==> src/rtl/serial_arith_pkg.sv <==
// Shared definitions for the bit-serial arithmetic units: FSM state encoding,
// default operand width and the bit-counter width helper.
package serial_arith_pkg;

    localparam int DEFAULT_WIDTH = 16;

    typedef enum logic [1:0] {
        ST_IDLE = 2'd0,
        ST_RUN  = 2'd1,
        ST_DONE = 2'd2
    } state_e;

    // Bit counter only has to reach n-1; floor at 1 bit keeps the vector legal.
    function automatic int cnt_width(input int n);
        return (n > 2) ? $clog2(n) : 1;
    endfunction

endpackage

==> src/rtl/serial_subtractor_16_if.sv <==
// Request/response bundle of the serial subtractor. The requester drives the
// operands and consumes the result; the subtractor is the slave side.
interface serial_subtractor_16_if #(
    parameter int N = serial_arith_pkg::DEFAULT_WIDTH
);
    logic         start_valid;
    logic         start_ready;
    logic [N-1:0] minuend;
    logic [N-1:0] subtrahend;
    logic         bin;
    logic         done_valid;
    logic         done_ready;
    logic [N-1:0] diff;
    logic         bout;
    logic         ovf;
    logic         zero;

    modport master (
        output start_valid, minuend, subtrahend, bin, done_ready,
        input  start_ready, done_valid, diff, bout, ovf, zero
    );

    modport slave (
        input  start_valid, minuend, subtrahend, bin, done_ready,
        output start_ready, done_valid, diff, bout, ovf, zero
    );
endinterface

==> src/rtl/serial_subtractor_16_full_subtractor.sv <==
// One-bit full subtractor: d = a - b - bin, with borrow out of the bit.
module full_subtractor (
    input  logic a,
    input  logic b,
    input  logic bin,
    output logic d,
    output logic bout
);
    assign d    = a ^ b ^ bin;
    assign bout = (~a & b) | (~(a ^ b) & bin);
endmodule

==> src/rtl/serial_subtractor_16.sv <==
// Bit-serial subtractor: A - B - bin computed LSB first, one bit per clock,
// with borrow, signed-overflow and zero flags on the result handshake.
module serial_subtractor_16
    import serial_arith_pkg::*;
#(
    parameter int N = DEFAULT_WIDTH
) (
    input logic                   clk,
    input logic                   rst_n,
    serial_subtractor_16_if.slave bus
);
    localparam int            CW       = cnt_width(N);
    localparam logic [CW-1:0] CNT_LAST = CW'(N - 1);

    state_e        state;
    logic [N-1:0]  a_sr;
    logic [N-1:0]  b_sr;
    logic [N-1:0]  r_sr;
    logic          borrow;
    logic          a_msb;
    logic          b_msb;
    logic [CW-1:0] cnt;

    logic [N-1:0]  diff_q;
    logic          bout_q;
    logic          ovf_q;
    logic          zero_q;

    logic          d_bit;
    logic          borrow_next;
    logic [N-1:0]  result_next;
    logic          accept;
    logic          last_bit;

    // Single bit slice shared by every iteration of the serial loop.
    full_subtractor u_fs (
        .a    (a_sr[0]),
        .b    (b_sr[0]),
        .bin  (borrow),
        .d    (d_bit),
        .bout (borrow_next)
    );

    assign result_next = {d_bit, r_sr[N-1:1]};
    assign accept      = (state == ST_IDLE) && bus.start_valid;
    assign last_bit    = (state == ST_RUN) && (cnt == CNT_LAST);

    // FSM, operand shifting and result capture.
    // NOTE: every register here, including the shift registers, is reset so a
    // mid-operation reset leaves no stale partial result behind.
    always_ff @(posedge clk or negedge rst_n) begin
        if (!rst_n) begin
            state  <= ST_IDLE;
            a_sr   <= '0;
            b_sr   <= '0;
            r_sr   <= '0;
            borrow <= 1'b0;
            a_msb  <= 1'b0;
            b_msb  <= 1'b0;
            cnt    <= '0;
            diff_q <= '0;
            bout_q <= 1'b0;
            ovf_q  <= 1'b0;
            zero_q <= 1'b0;
        end else begin
            // NOTE: non-blocking assignments so every register samples the
            // pre-edge values, regardless of statement order.
            case (state)
                ST_IDLE: begin
                    if (accept) begin
                        a_sr   <= bus.minuend;
                        b_sr   <= bus.subtrahend;
                        r_sr   <= '0;
                        borrow <= bus.bin;
                        a_msb  <= bus.minuend[N-1];
                        b_msb  <= bus.subtrahend[N-1];
                        cnt    <= '0;
                        state  <= ST_RUN;
                    end
                end
                ST_RUN: begin
                    a_sr   <= a_sr >> 1;
                    b_sr   <= b_sr >> 1;
                    r_sr   <= result_next;
                    borrow <= borrow_next;
                    if (last_bit) begin
                        // Counter is left at N-1 rather than wrapping.
                        diff_q <= result_next;
                        bout_q <= borrow_next;
                        ovf_q  <= (a_msb ^ b_msb) & (a_msb ^ result_next[N-1]);
                        zero_q <= (result_next == '0);
                        state  <= ST_DONE;
                    end else begin
                        cnt <= cnt + 1'b1;
                    end
                end
                ST_DONE: begin
                    if (bus.done_ready) begin
                        state <= ST_IDLE;
                    end
                end
                default: state <= ST_IDLE;
            endcase
        end
    end

    assign bus.start_ready = (state == ST_IDLE);
    assign bus.done_valid  = (state == ST_DONE);
    assign bus.diff        = diff_q;
    assign bus.bout        = bout_q;
    assign bus.ovf         = ovf_q;
    assign bus.zero        = zero_q;

endmodule

==> src/flat_wrapper.sv <==
// flat-port wrapper written by rule: the top's interface ports become plain ports
module serial_subtractor_16_flat import serial_arith_pkg::*;
#(
    parameter int N = DEFAULT_WIDTH
)
  (clk, rst_n, bus_start_valid, bus_minuend, bus_subtrahend, bus_bin, bus_done_ready, bus_start_ready, bus_done_valid, bus_diff, bus_bout, bus_ovf, bus_zero);
  serial_subtractor_16_if #(.N(N)) bus_i ();
  input logic clk;
  input logic rst_n;
  input wire logic [$bits(bus_i.start_valid)-1:0] bus_start_valid;
  input wire logic [$bits(bus_i.minuend)-1:0] bus_minuend;
  input wire logic [$bits(bus_i.subtrahend)-1:0] bus_subtrahend;
  input wire logic [$bits(bus_i.bin)-1:0] bus_bin;
  input wire logic [$bits(bus_i.done_ready)-1:0] bus_done_ready;
  output wire logic [$bits(bus_i.start_ready)-1:0] bus_start_ready;
  output wire logic [$bits(bus_i.done_valid)-1:0] bus_done_valid;
  output wire logic [$bits(bus_i.diff)-1:0] bus_diff;
  output wire logic [$bits(bus_i.bout)-1:0] bus_bout;
  output wire logic [$bits(bus_i.ovf)-1:0] bus_ovf;
  output wire logic [$bits(bus_i.zero)-1:0] bus_zero;
  assign bus_i.start_valid = bus_start_valid;
  assign bus_i.minuend = bus_minuend;
  assign bus_i.subtrahend = bus_subtrahend;
  assign bus_i.bin = bus_bin;
  assign bus_i.done_ready = bus_done_ready;
  assign bus_start_ready = bus_i.start_ready;
  assign bus_done_valid = bus_i.done_valid;
  assign bus_diff = bus_i.diff;
  assign bus_bout = bus_i.bout;
  assign bus_ovf = bus_i.ovf;
  assign bus_zero = bus_i.zero;
  serial_subtractor_16 #(.N(N)) u_core (.clk(clk), .rst_n(rst_n), .bus(bus_i));
endmodule
==> config.mk <==
export PLATFORM = sky130hd
export DESIGN_NAME = serial_subtractor_16_flat
export DESIGN_NICKNAME = d
export VERILOG_FILES = /design/src/rtl/serial_arith_pkg.sv /design/src/rtl/serial_subtractor_16_if.sv /design/src/rtl/serial_subtractor_16_full_subtractor.sv /design/src/rtl/serial_subtractor_16.sv /design/src/flat_wrapper.sv
export SDC_FILE = /design/constraint.sdc
export NUM_CORES = 1
export LEC_CHECK = 0
export CORE_MARGIN = 1.5
export CORE_UTILIZATION = 60
export DETAILED_ROUTE_END_ITERATION = 10
export DONT_BUFFER_PORTS = 1
export GPL_TIMING_DRIVEN = 1
export PLACE_DENSITY = 0.76
export SYNTH_ARGS = -nofsm -noshare
export SYNTH_HDL_FRONTEND = slang
export SYNTH_SLANG_ARGS = --single-unit
==> constraint.sdc <==
create_clock -name clk -period 2.46 [get_ports clk]
set_clock_uncertainty 0.2 [all_clocks]
set_input_delay 0.246 -clock clk [delete_from_list [all_inputs] [get_ports clk]]
set_output_delay 0.246 -clock clk [all_outputs]
set_load 0.01 [all_outputs]
==> key figures <==
Critical path
  – Required @ worst endpoint: around 2.5 ns
  – Highest-delay cell along the critical path: sky130_fd_sc_hd__nor2b_4
  – Highest fanout seen on the critical path: 23
  – Sequence of cells on the critical path: nor2b_4, buf_12, mux2i_1, o21ai_0
  – Reg2Reg Launch Point: u_core.state[0]
  – Worst path max stage delay: 0.53 ns
  – Sort of element at the start of the critical path: flop
  – Dominant delay contributor by cell family on the critical path: simple AND/OR/NAND/NOR gates
  – Critical path origin: u_core.state[0]
  – Worst path bufs/invs: 1
  – Signal arrival time at the worst endpoint: 1.99 ns
  – Crit path capture type: flop
  – Worst setup path category: reg2reg

Power and ir drop
  – Power per unit of standard cell area: between 1000 and 1500 nW/um^2
  – Total leakage power: 0.001844 uW
  – Worst vdd ir: approximately 660 uV

STA
  – Setup TNS: 0 ns
  – Count of final max-slew check failures: 0
  – Fraction of the cycle the final worst path needs: approximately 80%
  – Slew headroom: slightly below 60%
  – Setup slack after layout: 0.4869 ns
  – RSZ-0062 raised after global routing: false
  – Endpoints failing hold: 0
  – Period minus WS final: roughly 2.0 ns
  – Max Fclk: 506.8 MHz
  – Hold_ws: roughly 0.084 ns
  – Number of setup violations in the final report: 0
  – Pin slew with the least headroom to its limit: between 0.6 and 0.7 ns

Drt
  – Vias: ~2,100
  – DRC viols: 0
  – Length of the first detailed-routing pass in iterations: 6
  – Routed vias/inst: 5.789
  – Total wirelength of the detailed-routed design: between 6000 and 7000 microns
  – Iteration-0 DRC count of the detailed router: between 90 and 100
  – Avg WL per Cell: about 17 microns
  – Antenna Nets Post-Route: 0

Layout
  – Util after Layout: between 70 and 80%
  – Count of antenna diodes in the layout: 0
  – Synth-to-layout area growth: 21.05%
  – Layout Nets: ~330
  – Final Instance Area: 3864 sq um
  – Share of layout cells above drive strength 1: ~15%

Clocking
  – Number of gates resized after CTS: 0
  – Clock sink count: 75
  – CTS buffer count: 9
  – Clock input transition at the sequential cells of the worst setup and hold paths: 0.08 ns
  – Clock insertion delay at the later pin of the skew report: ~0.34 ns
  – CTS Root Cell: sky130_fd_sc_hd__clkbuf_8
  – Maximum clock insertion buffer count: 2
  – Max H-tree Level: 3
  – CTS tree: yes
  – CTS Hold Buffers Added: 36
  – Total setup buffers inserted after CTS: 0

Synth
  – Mean Syn Cell Area: around 12 sq um
  – Number of instances in the synthesized netlist: 260
  – Synth warn: 0
  – Count of different cell masters after synthesis: 31
  – Post-Syn Area: about 3200 sq um
  – Sequential cell area fraction in the yosys report: ~59%
  – Net count after synthesis: approximately 300
  – #FFs+latches synth: 75

Place
  – Cell area after placement: 3251 sq um
  – Setup slack at placement: roughly 0.52 ns
  – Post-detailed-placement half-perimeter wirelength: 3771 microns
  – Total of buffers placed on input and output ports: 0
  – RD Place Congestion: ~0.74

Floorplan
  – Core area: 5107 sq um
  – Die Outline Area: approximately 5800 sq um
  – Die Ht: 75.94 microns
  – Std cell rows: 26
  – Die Span X: ~76 microns
  – Number of top-level design ports: between 50 and 60
  – Starting utilization of the core area: approximately 62%

GRT
  – Total routing resource utilization after global routing: 24.51%
  – Global-route wire length before repair: 10,940 microns
  – Number of global-route vias before repair: 2,180
  – Pin count of the biggest net entering global routing: 76
  – Total congestion overflow after global routing: 0
  – Initial antenna violation count: 0

Outcome
  – Outcome: finished clean

Flow run
  – Number of maximum-capacitance constraint violations: 0

Hold path
  – Min-delay worst type: in2reg
  – Source of the worst hold timing path: bus_start_valid
-- power breakdown --
| part | total [uW] | internal, uW | switching (uW) |
|---|---|---|---|
| sequential | 2240 | 1780 | 467 |
| combinational | 1560 | 783 | 773 |
| clock | 1090 | 630 | 456 |
-- cells in the mapped netlist (all sizes together) --
library cell	n	area, sq um
o21ai	35	175.2
ha	1	12.51
mux2	19	214.0
nand4	1	6.260
a31oi	1	6.260
mux2i	31	310.3
buf	9	68.81
a211oi	1	7.510
nand2b	2	12.51
clkbuf	7	26.28
nor4	4	25.02
inv	4	15.01
nor2	1	3.750
a221o	1	10.01
fa	1	20.02
a21oi	4	23.77
nor2b	4	25.02
xnor2	1	8.760
nand3	2	10.01
a22o	18	157.7
nor3b	4	35.03
and3	1	6.260
nand2	32	127.6
o21bai	1	7.510
dfrtp	75	1877
-- final timing paths --
kind | endpoint | slack [ns] | cells past startpoint
worst max-delay path | u_core.b_sr[9] | 0.49 | 4
worst min-delay path | u_core.b_sr[0] | 0.08 | 3
worst max register to register | u_core.b_sr[9] | 0.49 | 4
worst min register to register | u_core.a_sr[1] | 0.29 | 2
max in group asynchronous | u_core.b_sr[2] | 1.51 | 2
min in group asynchronous | u_core.a_sr[8] | 0.25 | 2
-- layer usage --
layer,up-vias,global-route usage [%],share of wire (%)
met5,-,0,0
met4,0,10.93,1.7
met1,1067,33.42,44
met3,10,6.386,5.2
met2,65,37.39,49
li1,994,-,-
-- kinds of logic after synthesis --
family / after synthesis / share of synthesized area [%]
buffers and inverters: 20 / 3.449
AOI/OAI and AO/OA: 61 / 12.15
muxes: 50 / 16.43
and+or+nand+nor: 51 / 7.879
adders and majority gates: 2 / 1.019
DFF: 75 / 58.80
xor gates and xnor gates: 1 / 0.2745
-- area by class of cell --
| class | instances | area, sq um |
|---|---|---|
| clock buffers | 11 | 151.4 |
| well taps | 70 | 87.58 |
| flip-flops and latches | 75 | 1877 |
| repair buffers | 39 | 425.4 |
| inverters | 4 | 15.01 |
| fillers | 337 | 1244 |
| clock inverters | 5 | 83.83 |
| multi-input cells | 165 | 1224 |
-- sequential cells by signal, summed over array words and instances, names as in the netlist --
register	count
u_core.a_msb	1
u_core.state	2
u_core.r_sr	15
u_core.b_sr	16
u_core.bus.diff	16
u_core.bus.zero	1
u_core.b_msb	1
u_core.bus.ovf	1
u_core.bus.bout	1
u_core.cnt	4
u_core.a_sr	16
u_core.borrow	1
-- metrics by stage --
step / total power [uW] / cells
final: 4886 / 369
after global routing: 5213 / 369
after CTS: 4892 / 369
after detailed placement: 3716 / 317
after global placement: 3641 / 317
after floorplan: 3366 / 260
-- cell usage in the layout, fill, tap and decap left out, types with 4 or more instances in the layout --
cell type / instances
sky130_fd_sc_hd__dfrtp_1: 75
sky130_fd_sc_hd__nor4_1: 4
sky130_fd_sc_hd__dlygate4sd3_1: 35
sky130_fd_sc_hd__o21ai_1: 10
sky130_fd_sc_hd__o21ai_0: 25
sky130_fd_sc_hd__mux2_2: 19
sky130_fd_sc_hd__nand2_1: 31
sky130_fd_sc_hd__inv_1: 4
sky130_fd_sc_hd__clkbuf_8: 11
sky130_fd_sc_hd__mux2i_1: 31
sky130_fd_sc_hd__a22o_1: 18
-- worst min-delay path: stages --
cell and delay [ns]:
sky130_fd_sc_hd__o21bai_4 0.17, sky130_fd_sc_hd__nand2_1 0.12, sky130_fd_sc_hd__o21ai_1 0.05
No activity file was read; power rests on OpenSTA's default activity.
